==> src/rtl/lcd_cmd_sequencer.sv <==
// rtl/lcd_cmd_sequencer.sv - command FIFO and issue sequencer for the image display controller
// Queues host commands and issues them one at a time; write-out (code 0) is terminal until reset.
module lcd_cmd_sequencer #(
  parameter int DEPTH   = 8,
  parameter int AW      = 3,
  parameter int TIMEOUT = 16
) (
  input  logic          clk,
  input  logic          reset,
  input  logic [3:0]    host_cmd,
  input  logic          host_push,
  output logic          host_full,
  output logic [AW:0]   host_count,
  input  logic          lcd_busy,
  input  logic          lcd_done,
  output logic [3:0]    lcd_cmd,
  output logic          lcd_cmd_valid,
  output logic [7:0]    issued_cnt,
  output logic          seq_done,
  output logic          err_illegal,
  output logic          err_overflow,
  output logic          err_timeout
);

  localparam int TW = $clog2(TIMEOUT + 1);
  localparam logic [AW:0]   FULL_CNT = (AW+1)'(DEPTH);
  localparam logic [TW-1:0] TMO_LAST = TW'(TIMEOUT - 1);

  typedef enum logic [2:0] {
    IDLE, ISSUE, WAIT_ACK, WAIT_IDLE, WRITE, FINISH
  } state_t;

  state_t        state_q, state_d;
  logic [3:0]    mem_q [DEPTH];
  logic [AW-1:0] wr_ptr_q, wr_ptr_d, rd_ptr_q, rd_ptr_d;
  logic [AW:0]   count_q, count_d;
  logic [3:0]    cmd_q, cmd_d;
  logic          valid_q, valid_d;
  logic [7:0]    issued_q, issued_d;
  logic [TW-1:0] tmo_q, tmo_d;
  logic          seq_done_q, seq_done_d;
  logic          ill_q, ill_d, ovf_q, ovf_d, tmo_err_q, tmo_err_d;
  logic          full, pop, accept, legal;

  assign full  = (count_q == FULL_CNT);
  assign legal = (host_cmd < 4'd12);

  always_comb begin
    state_d    = state_q;
    cmd_d      = cmd_q;
    valid_d    = valid_q;
    issued_d   = issued_q;
    tmo_d      = tmo_q;
    seq_done_d = seq_done_q;
    tmo_err_d  = tmo_err_q;
    pop        = 1'b0;

    unique case (state_q)
      IDLE: begin
        if (count_q != '0 && !lcd_busy) begin
          pop     = 1'b1;
          cmd_d   = mem_q[rd_ptr_q];
          valid_d = 1'b1;
          state_d = ISSUE;
        end
      end
      ISSUE: begin
        cmd_d    = 4'd0;
        valid_d  = 1'b0;
        issued_d = (issued_q == 8'hFF) ? issued_q : issued_q + 8'd1;
        tmo_d    = '0;
        state_d  = (cmd_q == 4'd0) ? WRITE : WAIT_ACK;
      end
      WAIT_ACK: begin
        if (lcd_busy) begin
          state_d = WAIT_IDLE;
        end else if (tmo_q == TMO_LAST) begin
          tmo_err_d = 1'b1;
          state_d   = IDLE;
        end else begin
          tmo_d = tmo_q + 1'b1;
        end
      end
      WAIT_IDLE: begin
        if (!lcd_busy) state_d = IDLE;
      end
      WRITE: begin
        if (lcd_done) begin
          seq_done_d = 1'b1;
          state_d    = FINISH;
        end
      end
      FINISH: begin
        state_d = FINISH;
      end
      default: state_d = IDLE;
    endcase

    // A pop in the same cycle frees the slot, so a push into a full FIFO still lands.
    accept = host_push && legal && (!full || pop);
    ill_d  = ill_q | (host_push && !legal);
    ovf_d  = ovf_q | (host_push && legal && full && !pop);

    wr_ptr_d = accept ? wr_ptr_q + 1'b1 : wr_ptr_q;
    rd_ptr_d = pop ? rd_ptr_q + 1'b1 : rd_ptr_q;
    count_d  = count_q;
    if (accept && !pop)      count_d = count_q + 1'b1;
    else if (pop && !accept) count_d = count_q - 1'b1;
  end

  always_ff @(posedge clk) begin
    if (reset) begin
      state_q    <= IDLE;
      wr_ptr_q   <= '0;
      rd_ptr_q   <= '0;
      count_q    <= '0;
      cmd_q      <= 4'd0;
      valid_q    <= 1'b0;
      issued_q   <= 8'd0;
      tmo_q      <= '0;
      seq_done_q <= 1'b0;
      ill_q      <= 1'b0;
      ovf_q      <= 1'b0;
      tmo_err_q  <= 1'b0;
    end else begin
      state_q    <= state_d;
      wr_ptr_q   <= wr_ptr_d;
      rd_ptr_q   <= rd_ptr_d;
      count_q    <= count_d;
      cmd_q      <= cmd_d;
      valid_q    <= valid_d;
      issued_q   <= issued_d;
      tmo_q      <= tmo_d;
      seq_done_q <= seq_done_d;
      ill_q      <= ill_d;
      ovf_q      <= ovf_d;
      tmo_err_q  <= tmo_err_d;
    end
  end

  // Storage needs no reset: the pointers and count define which entries are live.
  always_ff @(posedge clk) begin
    if (!reset && accept) mem_q[wr_ptr_q] <= host_cmd;
  end

  assign host_full     = full;
  assign host_count    = count_q;
  assign lcd_cmd       = cmd_q;
  assign lcd_cmd_valid = valid_q;
  assign issued_cnt    = issued_q;
  assign seq_done      = seq_done_q;
  assign err_illegal   = ill_q;
  assign err_overflow  = ovf_q;
  assign err_timeout   = tmo_err_q;

endmodule

==> config.mk <==
export PLATFORM = sky130hd
export DESIGN_NAME = lcd_cmd_sequencer
export DESIGN_NICKNAME = d
export VERILOG_FILES = /design/src/rtl/lcd_cmd_sequencer.sv
export SDC_FILE = /design/constraint.sdc
export NUM_CORES = 1
export LEC_CHECK = 0
export ABC_AREA = 1
export BUFFER_PORTS_ARGS = -buffer_cell sky130_fd_sc_hd__buf_2
export CAP_MARGIN = 30
export CORE_ASPECT_RATIO = 0.75
export CORE_MARGIN = 2
export CORE_UTILIZATION = 30
export DETAILED_ROUTE_END_ITERATION = 6
export MAX_ROUTING_LAYER = met4
export PLACE_DENSITY = 0.45
export SLEW_MARGIN = 20
export SYNTH_ARGS = -nofsm -noshare
export SYNTH_HDL_FRONTEND = slang
export SYNTH_SLANG_ARGS = --single-unit
==> constraint.sdc <==
create_clock -name clk -period 2.4 [get_ports clk]
set_input_delay 0.6 -clock clk [delete_from_list [all_inputs] [get_ports clk]]
set_output_delay 0.6 -clock clk [all_outputs]
set_load 0.01 [all_outputs]
# Word level (Yosys, flattened, before mapping)
# Memories as Yosys holds them, arrays and structs flattened. A register that Yosys moved wholly into a read port is not among the register bits.
# Index checks and enable logic that the tools add are counted.
op_classes:
  reduce_logical: 28
  n_addsub: 6
  eq_ne: 14
  order_cmp: 1
  bitwise: 4
  mux: 22
ops:
  columns: ["cell", "count"]
  rows:
  - ["3-bit two-way mux", 8]
  - ["3-bit case mux with 6 select lines", 1]
  - ["4-bit two-way mux", 3]
  - ["5-bit two-way mux", 2]
  - ["2-bit != test (second input constant)", 5]
  - ["5-bit case mux with 2 select lines", 1]
  - ["1-bit logical AND", 9]
  - ["8-bit by 1-bit adder with 8-bit output (second input constant)", 1]
  - ["8-bit equality test (second input constant)", 1]
  - ["4-bit case mux with 2 select lines", 1]
  - ["3-bit by 1-bit adder with 3-bit output (second input constant)", 2]
  - ["3-bit by 2-bit equality test with 1-bit output (second input constant)", 2]
  - ["3-bit equality test (second input constant)", 2]
  - ["1-bit zero test", 6]
  - ["2-bit AND reduction", 3]
  - ["3-bit AND reduction", 2]
  - ["2-bit nonzero test", 3]
  - ["5-bit by 1-bit adder with 5-bit output (second input constant)", 1]
  - ["5-bit by 4-bit equality test with 1-bit output (second input constant)", 1]
  - ["1-bit two-way mux", 5]
  - ["4-bit by 1-bit adder with 4-bit output (second input constant)", 1]
  - ["4-bit equality test (second input constant)", 1]
  - ["4-bit zero test", 1]
  - ["4-bit less-than comparator (second input constant)", 1]
  - ["10 further kinds", 12]
word_totals:
  wordCells: 88
  out_inout_bits: 22
  ramBits: 32
  mem_count: 1
  reg_bits: 35
  inputBits: 9
memory_table:
  columns: ["memory", "depth", "word_bits", "read_ports", "rd_clocked_by_memory_dff", "wr", "line", "text"]
  rows:
  - ["mem_q", 8, 4, 1, 1, 1, "34", "logic [3:0] mem_q [DEPTH];"]

# Longest topological paths before layout
logic_depth:
  depth_word: 10
  mapped_depth: 16

# Worst setup path before layout
# Ideal clock, no wire load.
synth_path:
  kind: "input port to flip-flop"
  start: "input port lcd_busy"
  end: "register count_q[3] (netlist: host_count[3])"
  setup_ns: 0.132
  setup_slack_ns: 0.251
  t_required_ns: 2.268
  t_arrival_ns: 2.017
  stages: 14
  n_path_buf: 0
  path_cell_list: "inv_1 > nand3_4 > nand2_4 > nand2_4 > clkinv_2 > ha_1 > inv_1 > ha_1 > a21oi_1 > nand2_1 > nand2_1 > nand2_1 > nand2_1 > a21oi_1"
synth_between:
  elab_chain_len: 9
  word_cells_on_any_way: 12
  cone_classes: "mux: 3; reduce/logical: 9"
synth_rtl:
  columns: ["item", "line", "text"]
  rows:
  - ["start, declared", "14", "input logic lcd_busy,"]
  - ["1-bit zero test (*)", null, null]
  - ["1-bit logical AND (*)", "60", "if (count_q != '0 && !lcd_busy) begin"]
  - ["1-bit two-way mux (*)", "60", null]
  - ["1-bit two-way mux (*)", "58", "unique case (state_q)"]
  - ["1-bit logical OR", "100", "accept = host_push && legal && (!full || pop);"]
  - ["1-bit logical AND", "100", null]
  - ["1-bit zero test", "108", "else if (pop && !accept) count_d = count_q - 1'b1;"]
  - ["1-bit logical AND", "108", null]
  - ["2-bit nonzero test (no source line)", null, null]
  - ["end signal, assigned", "129", "count_q <= count_d;"]
  - ["end, declared", "36", "logic [AW:0] count_q, count_d;"]
# Mark *: on every way between the ends. The rest lies on a longest branch, timed or not.
# A chain may end at the register's enable or synchronous reset.

# Worst setup path after layout
layout_path:
  start: "register count_q[1] (netlist: host_count[1])"
  end: "register count_q[1] (netlist: host_count[1])"
layout_between:
  word_cells_on_any_way: 17
  cone_classes: "add/sub: 2; eq/ne: 1; mux: 4; reduce/logical: 10"
layout_rtl:
  columns: ["item", "line", "text"]
  rows:
  - ["4-bit nonzero test", "60", null]
  - ["1-bit logical AND", "60", null]
  - ["1-bit two-way mux", "60", null]
  - ["1-bit two-way mux", "58", null]
  - ["1-bit logical OR", "100", null]
  - ["1-bit logical AND", "100", null]
  - ["1-bit logical AND", "107", "if (accept && !pop) count_d = count_q + 1'b1;"]
  - ["4-bit two-way mux (*)", "107", null]
  - ["net count_d[1]", "36", null]
# Mark *: on every way through the listed nets, which the timed path passes. The rest lies on a longest branch. The select of a mux whose other input is x is not followed.

==> impl_metrics.py <==
metrics = {
    "routing": {
        "wl_um": 7320,
        "postRouteAntennaNets": 0,
        "dr.pass1.iters": 4,
        "avgRoutedWirePerCell_um": 12.9,
        "vias": 2546,
        "drt_iter0_markers": 126,
        "vias_per_cell": 4.50,
        "route.detailed.drc": 0,
    },
    "sta": {
        "max-slew-margin-rel": 0.690,
        "drv_slew": 0,
        "period_needed_ns": 2.23,
        "finalSetupTns_ns": 0,
        "fin_worst_skew_ns": 0.00793,
        "max_freq_ghz": 0.448,
        "rsz0062_at_grt": "no",
        "min_period_over_period": 0.929,
        "setup_viol": 0,
        "worst_pin_slew_ns": 0.463,
        "finalHoldViolations": 0,
        "layout_setup_ws_ns": 0.170,
    },
    "logic_synthesis": {
        "synth-seq-cells": 70,
        "synth_top_area_cell": "edfxtp_1",
        "ys_types": 29,
        "syn_area_per_cell_sq_um": 8.45,
        "synth_edf_count": 32,
        "synthTopCellsByCount": "nand2_1, nor2_1, dfxtp_1",
        "synth_top_cell_area_share": 0.299,
        "synth_warnings": 0,
        "synthArstFlopShare": 0,
        "synth_ff_type": "dfxtp_1",
        "synth.area.top_cells": "edfxtp_1, dfxtp_1, nand2_1, nor2_1, nand3_1",
        "syn_nets": 398,
        "syn-cell-area_sq_um": 3210,
        "yosysMostFrequentCell": "nand2_1",
        "synth_seq_area_share": 0.536,
        "synthCells": 380,
    },
    "pwr": {
        "p_leak_nw": 1.72,
        "power_density_nw_per_um2": 1080,
        "finalPower_mw": 4.21,
        "irDropWorstVdd_mv": 0.388,
    },
    "clock_network": {
        "clk_pin_slew_ns": 0.06,
        "cts_root_buf": "clkbuf_16",
        "cts_tree": "yes",
        "cts_buffers": 9,
        "clock_latency_ns": 0.33,
        "holdBufCountCts": 0,
        "clockBufferDepth": 2,
        "htree_levels": 3,
        "clock-sinks": 70,
    },
    "setup_path": {
        "rrSetupSlack_ns": 0.17,
        "r2r-start": "host_count[1]",
        "endpoint_kind": "register",
        "cp.required_ns": 2.62,
        "arrival_ns": 2.45,
        "r2r_end": "host_count[1]",
        "critPathMaxFanout": 5,
        "r2r_cells": 11,
        "critPathLaunchType": "register",
        "setup.worst_path.class": "reg -> reg",
        "critPathLaunch": "host_count[1]",
    },
    "hold_path": {
        "min_to": "seq_done",
        "min_delay_path_depth": 2,
        "hold_path_class": "reg -> reg",
        "hp-start": "seq_done",
    },
    "finish": {
        "drive_above_1_share": 0.186,
        "fillers": 1069,
        "area_growth_pct": 21.8,
        "diodes": 0,
        "stdcell_count": 566,
        "final_cell_area_sq_um": 3910,
        "final_nets": 443,
    },
    "floorplan": {
        "die_area_sq_um": 11600,
        "start_util": 0.311,
        "fp-row-count": 32,
        "core_sq_um": 10300,
        "die_w_um": 123,
        "die_y_um": 93.6,
        "io_pins": 31,
    },
    "placement": {
        "dp_slack_ns": -0.0143,
        "place_congestion": 0.806,
        "dpl-instance-area_sq_um": 3580,
        "placed_cells": 550,
        "dp_hpwl_um": 5230,
        "io_buffers": 30,
    },
    "job": {
        "drv_cap": 0,
    },
    "global_route": {
        "grt_max_degree": 26,
        "grt_overflow": 0,
        "track_usage": 0.145,
        "antenna_found_initial": 0,
        "grt_pass1_vias": 2504,
        "grt_pass1_wl_um": 12500,
    },
    "status": {
        "status": "completed",
    },
}
-- sequential cells by signal, summed over array words and instances (netlist names), 3 cells and up, named ones only --
signal	cells
mem_q	32
issued_cnt	8
tmo_q	5
host_count	4
lcd_cmd	4
rd_ptr_q	3
state_q	3
wr_ptr_q	3
-- per-stage QoR --
| stage | hold WS [ns] | util |
|---|---|---|
| after floorplan | 0.433 | - |
| after global placement | 0.442 | 0.347 |
| after detailed placement | 0.442 | 0.347 |
| after CTS | 0.451 | 0.376 |
| after global routing | 0.473 | 0.379 |
| final | 0.445 | 0.379 |
-- cells in the final DEF (no fill, tap or decap), types with 2 or more instances in the layout --
| cell type | n |
|---|---|
| buf_2 | 30 |
| nor2_4 | 3 |
| nand2_2 | 3 |
| edfxtp_1 | 32 |
| nand2_1 | 109 |
| a31oi_1 | 4 |
| a21oi_1 | 21 |
| nand2_4 | 3 |
| nand3_1 | 32 |
| nand4_1 | 3 |
| inv_1 | 32 |
| o21ai_0 | 10 |
| bufinv_16 | 2 |
| clkinv_2 | 3 |
| clkbuf_1 | 2 |
| clkbuf_16 | 9 |
| xor2_1 | 7 |
| inv_2 | 7 |
| ha_1 | 7 |
| buf_4 | 12 |
| nor2_1 | 45 |
| nor2_2 | 4 |
| dfxtp_1 | 38 |
| and3_1 | 2 |
-- critical path, cell delays in order, from the launching register on --
cell	delay, ns
dfxtp_1	0.37
nor2_2	0.18
nand2_1	0.10
nor2_4	0.14
nand2_4	0.08
nand2_4	0.07
clkinv_2	0.07
ha_1	0.21
inv_1	0.16
fa_1	0.45
o21ai_0	0.23
nor2_1	0.06
-- layout make-up --
cell class	count	area, sq um	share of cell area
Clock buffer	11	233	0.0595
Clock inverter	5	73.8	0.0189
Inverter	40	151	0.0387
Multi-Input combinational cell	262	1320	0.338
Sequential cell	70	1720	0.440
Tap cell	136	170	0.0435
Timing Repair Buffer	42	240	0.0614
-- power breakdown --
| group | switching, mW | internal [mW] |
|---|---|---|
| Combinational | 0.828 | 0.458 |
| Clock | 0.486 | 0.903 |
| Sequential | 0.145 | 1.40 |
| Total | 1.46 | 2.76 |
-- cells by family after synthesis --
| logic type | share of synthesized area |
|---|---|
| compound gates | 0.0577 |
| xor+xnor | 0.0218 |
| fa+ha+maj | 0.0374 |
| buf+inv | 0.0589 |
| flops | 0.536 |
| simple gates | 0.288 |
-- repair_timing --
item	in CTS	in global routing
resized for setup	0	4
setup buffers	0	0
endpoints found under the setup margin	0	3
-- worst max-delay path by stage --
stage	slack [ns]	depth (start not counted)	to
detailed placement	-0.01	15	host_count[3]
finish	0.17	11	host_count[1]
global placement	0.07	15	host_count[3]
floorplan	0.25	14	host_count[3]
global route	0.02	12	host_count[2]
CTS	0.10	15	host_count[3]
-- routing by layer --
layer  wire (um)  up-vias  GRT usage  share of wire
met5           0        -          -              0
met4          81        0     0.0379          0.011
met3         266        8     0.0360          0.036
met2        2790       44      0.195           0.38
met1        4180     1168      0.215           0.57
li1            -     1326          -              -
Power figures use the tool's default switching activity.
